===== src/rtl/pe_decoder_2x4.sv =====
// ---------------------------------------------------------------------------
// pe_decoder_2x4
//   Registered 2-to-4 decoder, the inverse of the 4x2 priority encoder.
//   An encoded word {y1,y0,v} is taken through a valid/ready handshake. The
//   matching one-hot request line (or no line, for v=0) is then driven for
//   HOLD_CYCLES cycles. One mandatory IDLE cycle follows before the next word.
//
// Parameters
//   HOLD_CYCLES : cycles each decoded word is held (>= 1)
//   CNT_W       : width of the saturating decode counter
//
// Ports
//   clk        in   rising-edge clock
//   rst        in   synchronous, active-high reset
//   in_valid   in   encoded word present on y1,y0,v
//   in_ready   out  high in IDLE; the block can accept a word
//   y1,y0      in   encoded index, y1 = MSB
//   v          in   encoded valid, 0 = no input active
//   a0..a3     out  decoded one-hot lines, a3 = highest index
//   out_valid  out  a3..a0 carry a decoded word
//   dec_count  out  accepted words with v=1, saturating at all-ones
//   chk_err    out  sticky round-trip check error
//
// Optional feature
//   Define PE_DEC_ROUNDTRIP_CHECK_EN to build the round-trip checker. The
//   checker re-encodes a3..a0 during HOLD and compares the result with the
//   accepted word. When the macro is undefined, chk_err is tied to 0.
// ---------------------------------------------------------------------------
module pe_decoder_2x4 #(
    parameter int HOLD_CYCLES = 1,
    parameter int CNT_W       = 8
) (
    input  logic             clk,
    input  logic             rst,
    input  logic             in_valid,
    output logic             in_ready,
    input  logic             y1,
    input  logic             y0,
    input  logic             v,
    output logic             a0,
    output logic             a1,
    output logic             a2,
    output logic             a3,
    output logic             out_valid,
    output logic [CNT_W-1:0] dec_count,
    output logic             chk_err
);

    localparam int HC_W = (HOLD_CYCLES > 1) ? $clog2(HOLD_CYCLES) : 1;
    localparam logic [HC_W-1:0] HOLD_LOAD = HC_W'(HOLD_CYCLES - 1);

    typedef enum logic {
        IDLE = 1'b0,
        HOLD = 1'b1
    } state_e;

    state_e           state_q, state_d;
    logic [HC_W-1:0]  hold_q, hold_d;
    logic [3:0]       a_q, a_d;
    logic             out_valid_q, out_valid_d;
    logic [CNT_W-1:0] cnt_q, cnt_d;
    logic             accept;

    // Decode {y1,y0,v}: one-hot on the index when v=1, all-zero when v=0.
    // A shift is used so that X on the index propagates unchanged.
    function automatic logic [3:0] decode(input logic [1:0] idx, input logic vld);
        decode = vld ? (4'b0001 << idx) : 4'b0000;
    endfunction

    // Saturating increment; the counter stops at all-ones and never wraps.
    function automatic logic [CNT_W-1:0] sat_inc(input logic [CNT_W-1:0] c);
        sat_inc = (&c) ? c : c + CNT_W'(1);
    endfunction

    assign accept = in_valid & (state_q == IDLE);

    always_comb begin
        state_d     = state_q;
        hold_d      = hold_q;
        a_d         = a_q;
        out_valid_d = out_valid_q;
        cnt_d       = cnt_q;
        case (state_q)
            IDLE: begin
                a_d         = 4'b0000;
                out_valid_d = 1'b0;
                if (accept) begin
                    state_d     = HOLD;
                    hold_d      = HOLD_LOAD;
                    a_d         = decode({y1, y0}, v);
                    out_valid_d = 1'b1;
                    if (v) begin
                        cnt_d = sat_inc(cnt_q);
                    end
                end
            end
            HOLD: begin
                // Leaving on hold_q==0 yields exactly HOLD_CYCLES HOLD cycles.
                if (hold_q == '0) begin
                    state_d     = IDLE;
                    a_d         = 4'b0000;
                    out_valid_d = 1'b0;
                end else begin
                    hold_d = hold_q - HC_W'(1);
                end
            end
            default: begin
                state_d     = IDLE;
                a_d         = 4'b0000;
                out_valid_d = 1'b0;
            end
        endcase
    end

    always_ff @(posedge clk) begin
        if (rst) begin
            state_q     <= IDLE;
            hold_q      <= '0;
            a_q         <= 4'b0000;
            out_valid_q <= 1'b0;
            cnt_q       <= '0;
        end else begin
            state_q     <= state_d;
            hold_q      <= hold_d;
            a_q         <= a_d;
            out_valid_q <= out_valid_d;
            cnt_q       <= cnt_d;
        end
    end

    assign in_ready         = (state_q == IDLE);
    assign {a3, a2, a1, a0} = a_q;
    assign out_valid        = out_valid_q;
    assign dec_count        = cnt_q;

`ifdef PE_DEC_ROUNDTRIP_CHECK_EN
    logic [2:0] word_q;
    logic       chk_q;
    logic [2:0] reenc;
    logic       mismatch;

    // Priority re-encode: a3 > a2 > a1 > a0; no line high -> y=00, v=0.
    function automatic logic [2:0] encode(input logic [3:0] a);
        if (a[3])      encode = 3'b111;
        else if (a[2]) encode = 3'b101;
        else if (a[1]) encode = 3'b011;
        else if (a[0]) encode = 3'b001;
        else           encode = 3'b000;
    endfunction

    // The word is needed only for the comparison, so it is not reset.
    always_ff @(posedge clk) begin
        if (accept) begin
            word_q <= {y1, y0, v};
        end
    end

    // A v=0 word carries no meaningful index, so only v is compared.
    assign reenc    = encode(a_q);
    assign mismatch = (reenc[0] != word_q[0]) ||
                      (word_q[0] && (reenc[2:1] != word_q[2:1]));

    always_ff @(posedge clk) begin
        if (rst) begin
            chk_q <= 1'b0;
        end else if ((state_q == HOLD) && mismatch) begin
            chk_q <= 1'b1;
        end
    end

    assign chk_err = chk_q;
`else
    assign chk_err = 1'b0;
`endif

endmodule


===== config.mk =====
export PLATFORM = sky130hd
export DESIGN_NAME = pe_decoder_2x4
export DESIGN_NICKNAME = d
export VERILOG_FILES = /design/src/rtl/pe_decoder_2x4.sv
export SDC_FILE = /design/constraint.sdc
export NUM_CORES = 1
export LEC_CHECK = 0
export ABC_AREA = 1
export CAP_MARGIN = 10
export CORE_UTILIZATION = 46
export DETAILED_ROUTE_END_ITERATION = 10
export GPL_ROUTABILITY_DRIVEN = 1
export PLACE_DENSITY = 0.81
export SLEW_MARGIN = 25
export SYNTH_ARGS = -nofsm -noshare
export SYNTH_HDL_FRONTEND = slang
export SYNTH_SLANG_ARGS = --single-unit
export TNS_END_PERCENT = 50

===== constraint.sdc =====
create_clock -name clk -period 2.2 [get_ports clk]
set_clock_uncertainty 0.05 [all_clocks]
set_input_delay 0.33 -clock clk [delete_from_list [all_inputs] [get_ports clk]]
set_output_delay 0.33 -clock clk [all_outputs]
set_load 0.02 [all_outputs]

* Word level (Yosys, flattened, before mapping)
Index checks and enable logic that the tools add are counted.
Word-level totals: logic and storage cells 27, register bits 15
Operators by class: muxes and demuxes 12, bitwise operators 3, equality and inequality tests 2, reductions and logical operators 2, shift-type cells 1, add/sub/neg operators 2
Operators by type and width (number):
- two-way mux 4 bit | 3
- adder 8 x 1 -> 8 bit (second input constant) | 1
- one-hot mux 4 bit (2 select lines) | 1
- AND reduction 8 bit | 1
- one-hot mux 1 bit (2 select lines) | 3
- two-way mux 1 bit | 5
- AND reduction 4 bit | 1
- left shift 1 x 2 -> 4 bit (first input constant) | 1
- inequality test 2 x 1 -> 1 bit (second input constant) | 1
- inequality test 2 bit (second input constant) | 1
- inverter 1 bit | 2
- bitwise AND 1 bit | 1
- subtractor 1 bit (second input constant) | 1

* Longest topological paths before layout
depth in word-level cells 4, gate-level depth with buffers 8, gate-level depth less buffers 8

* Worst setup path after synthesis
No wires, ideal clock.
path kind register to register, from register cnt_q[0] (netlist: dec_count[0]), to register cnt_q[7] (netlist: dec_count[7]), data required time 2.037 ns, setup slack 0.791 ns, data arrival time 1.246 ns, setup time 0.113 ns, stages on the path, launching flop included 9, period minus slack after synthesis 1.409 ns, path buffers 0, cells stage by stage dfxtp_1 > ha_1 > nand2_1 > nor2_4 > nand2_4 > nand2_4 > nor2_1 > nor2_1 > nor2_1
On the way: cells in the longest elaborated chain, start to end 3
Ends and longest elaborated chain:
- start, declared | RTL line 61 | logic [CNT_W-1:0] cnt_q, cnt_d;
- start signal, assigned | RTL line 127 | cnt_q <= cnt_d;
- branches (longest 3 deep; another with adder 8 x 1 -> 8 bit)
Parallel ways; which one is timed is not known. A chain may end at the register's enable or synchronous reset.

* Final worst setup path
from register cnt_q[3] (netlist: dec_count[3]), to output dec_count[3]
RTL lines:
- end, declared | RTL line 45 | output logic [CNT_W-1:0] dec_count,
No word-level cell between the ends.

==> flow_metrics.py <==
metrics = {
    "cells_and_area": {
        "diodes": 0,
        "drive_gt1_frac": 0.0893,
        "area_delta_synth_final_pct": 35.8,
        "nets": 120,
        "instances_no_fill": 127,
    },
    "floorplan": {
        "io_pins": 21,
        "die-area_mm2": 0.00154,
        "rows": 13,
        "core_mm2": 0.00130,
        "die_height_um": 39.2,
        "start_util": 0.489,
        "dieWidth_um": 39.2,
    },
    "sta": {
        "fmax_mhz": 579,
        "fin_crit_sh": 0.785,
        "tns_ps": 0,
        "setup_ws_ps": 473,
        "finalSetupViolations": 0,
        "rsz0062_at_grt": "false",
        "hold_ws_ps": 472,
        "drv_slew": 0,
        "min_period_ps": 1730,
        "finalHoldViolCount": 0,
    },
    "cts": {
        "cts_sinks": 13,
        "ctsHtreeMaxLevel": 1,
        "cts_buffers": 3,
        "clk_pin_slew_ps": 80,
        "clock_latency_ps": 270,
        "cts_root_buf": "clkbuf_4",
        "post-cts-setup-buffers": 0,
        "hold_buffers": 0,
        "clock_path_buffers": 2,
        "cts_tree": "done",
        "cts_repair_resize_count": 0,
    },
    "run_status": {
        "status": "finished clean",
    },
    "detailed_routing": {
        "drcViolationCount": 0,
        "wirelength_um": 1320,
        "ant_nets": 0,
        "wl_per_cell_um": 10.4,
        "vias": 619,
        "via_per_inst": 4.87,
        "drt_iter0_drc": 7,
        "first_pass_iters": 2,
    },
    "synth": {
        "ys_seq_area_frac": 0.409,
        "yosys_warnings": 0,
        "synthTopCellsByArea": "dfxtp_1 41%, nand2_1 12%, nand3_1 8.6%",
        "yosysTopAreaCellShare": 0.409,
        "yosysUniqueCellTypes": 16,
        "synth_seq_cells": 13,
        "synth_area_leader_cell": "dfxtp_1",
        "synth_cells": 90,
        "avgSynthCellArea_um2": 7.08,
        "syn-num-nets": 97,
        "netlist_area_um2": 637,
    },
    "power_and_ir_drop": {
        "p_leak_uw": 0.000382,
        "cellPowerDensity_mw_per_mm2": 502,
        "irDropWorstVdd_mv": 0.341,
    },
    "setup_path": {
        "cp.depth": 1,
        "start_kind": "flip-flop",
        "reg2reg_depth": 8,
        "crit_arrival_ps": 1350,
        "cp-end-kind": "output pin",
        "rrSetupSlack_ps": 820,
        "critPathTopFamily": "buffers and inverters",
        "crit_path_start": "dec_count[3]",
        "r2r-start": "dec_count[0]",
        "crit_end": "dec_count[3]",
        "crit_path_max_fanout": 6,
        "regToRegEndpoint": "dec_count[7]",
        "cp_cell_sequence": "clkdlybuf4s50_1",
        "critPathKind": "flip-flop to output pin",
        "cp_num_buf_inv": 1,
        "slowest_delay_ps": 640,
        "slowest_stage": "clkdlybuf4s50_1",
        "cp.required_ps": 1820,
    },
    "global_route": {
        "grt_pass1_wl_um": 2190,
        "gr-total-overflow": 0,
        "met3_usage": 0.0578,
        "busiest_layer": "met2",
        "antenna_found_initial": 0,
        "grt_pass1_vias": 547,
        "met2_usage": 0.358,
        "grt_start_max_net_pins": 11,
        "grt_util_met1": 0.239,
        "grt_usage": 0.208,
    },
    "placed_design": {
        "dpl.hpwl_um": 1040,
        "pre_cts_ws_ps": 565,
        "numPlacedInstances": 123,
        "portBuffers": 19,
        "gp_congestion": 0.756,
    },
    "hold_path": {
        "hp-class": "flip-flop to flip-flop",
    },
    "job": {
        "drv_cap": 0,
    },
}
-- through the flow --
stage	utilization	total power, uW	cell area [um2]
floorplan	-	273	637
global placement	0.644	294	838
detailed placement	0.644	296	838
CTS	0.664	440	865
global route	0.664	457	865
finish	0.664	434	865
-- cells by family after synthesis --
logic type / after synthesis / share of synthesized area
compound gates: 4 / 0.0373
buf+inv: 16 / 0.100
other cells: 1 / 0.00589
fa+ha+maj: 1 / 0.0196
flops: 13 / 0.409
simple gates: 54 / 0.415
xor+xnor: 1 / 0.0138
-- layout by cell type (no fill, tap or decap), types with 2 or more instances in the layout --
master / instances
nand2_1: 21
clkdlybuf4s50_1: 19
inv_1: 14
nor2_1: 13
dfxtp_1: 13
nand3_1: 11
nor2_4: 3
a21oi_1: 3
clkbuf_4: 3
nand2_4: 2
nor4_1: 2
nand4_1: 2
-- where the power goes --
group	switching (uW)	internal, uW	leakage, uW	total (uW)
sequential	3.13	239	0.000105	242
clock	72.8	70.1	0.0000150	143
combinational	27.1	21.7	0.000262	48.8
-- per-layer routing --
metal / vias up / routed length, um
li1: 322 / -
met1: 280 / 593
met2: 13 / 663
met3: 4 / 40
met4: 0 / 23
met5: - / 0
-- layout make-up --
| class | instances | area [um2] |
|---|---|---|
| clock buffer | 4 | 26.3 |
| fill | 130 | 437 |
| inverter | 15 | 56.3 |
| multi-input combinational | 61 | 313 |
| sequential | 13 | 260 |
| tap | 15 | 18.8 |
| timing repair buffer | 19 | 190 |
-- worst min-delay path by stage --
stage                     cells past startpoint            to          from
after global routing                          2  dec_count[1]  dec_count[1]
after detailed placement                      2  dec_count[1]  dec_count[1]
after floorplan                               1  dec_count[3]           rst
after global placement                        2  dec_count[1]  dec_count[1]
final                                         2  dec_count[1]  dec_count[1]
after CTS                                     2  dec_count[1]  dec_count[1]
-- synthesized netlist by cell type --
| master | count |
|---|---|
| nand2_4 | 2 |
| conb_1 | 1 |
| nand2_1 | 21 |
| nand4_1 | 2 |
| nand3_1 | 11 |
| ha_1 | 1 |
| a21oi_2 | 1 |
| a21oi_1 | 3 |
| xor2_1 | 1 |
| dfxtp_1 | 13 |
| nor2_4 | 3 |
| inv_2 | 1 |
| nor2_1 | 13 |
| inv_1 | 14 |
| nor4_1 | 2 |
| buf_4 | 1 |
-- state kept, by name (all words and copies together) (netlist names) --
register   count
out_valid      1
dec_count      8
a_q            4
Power figures use the tool's default switching activity.
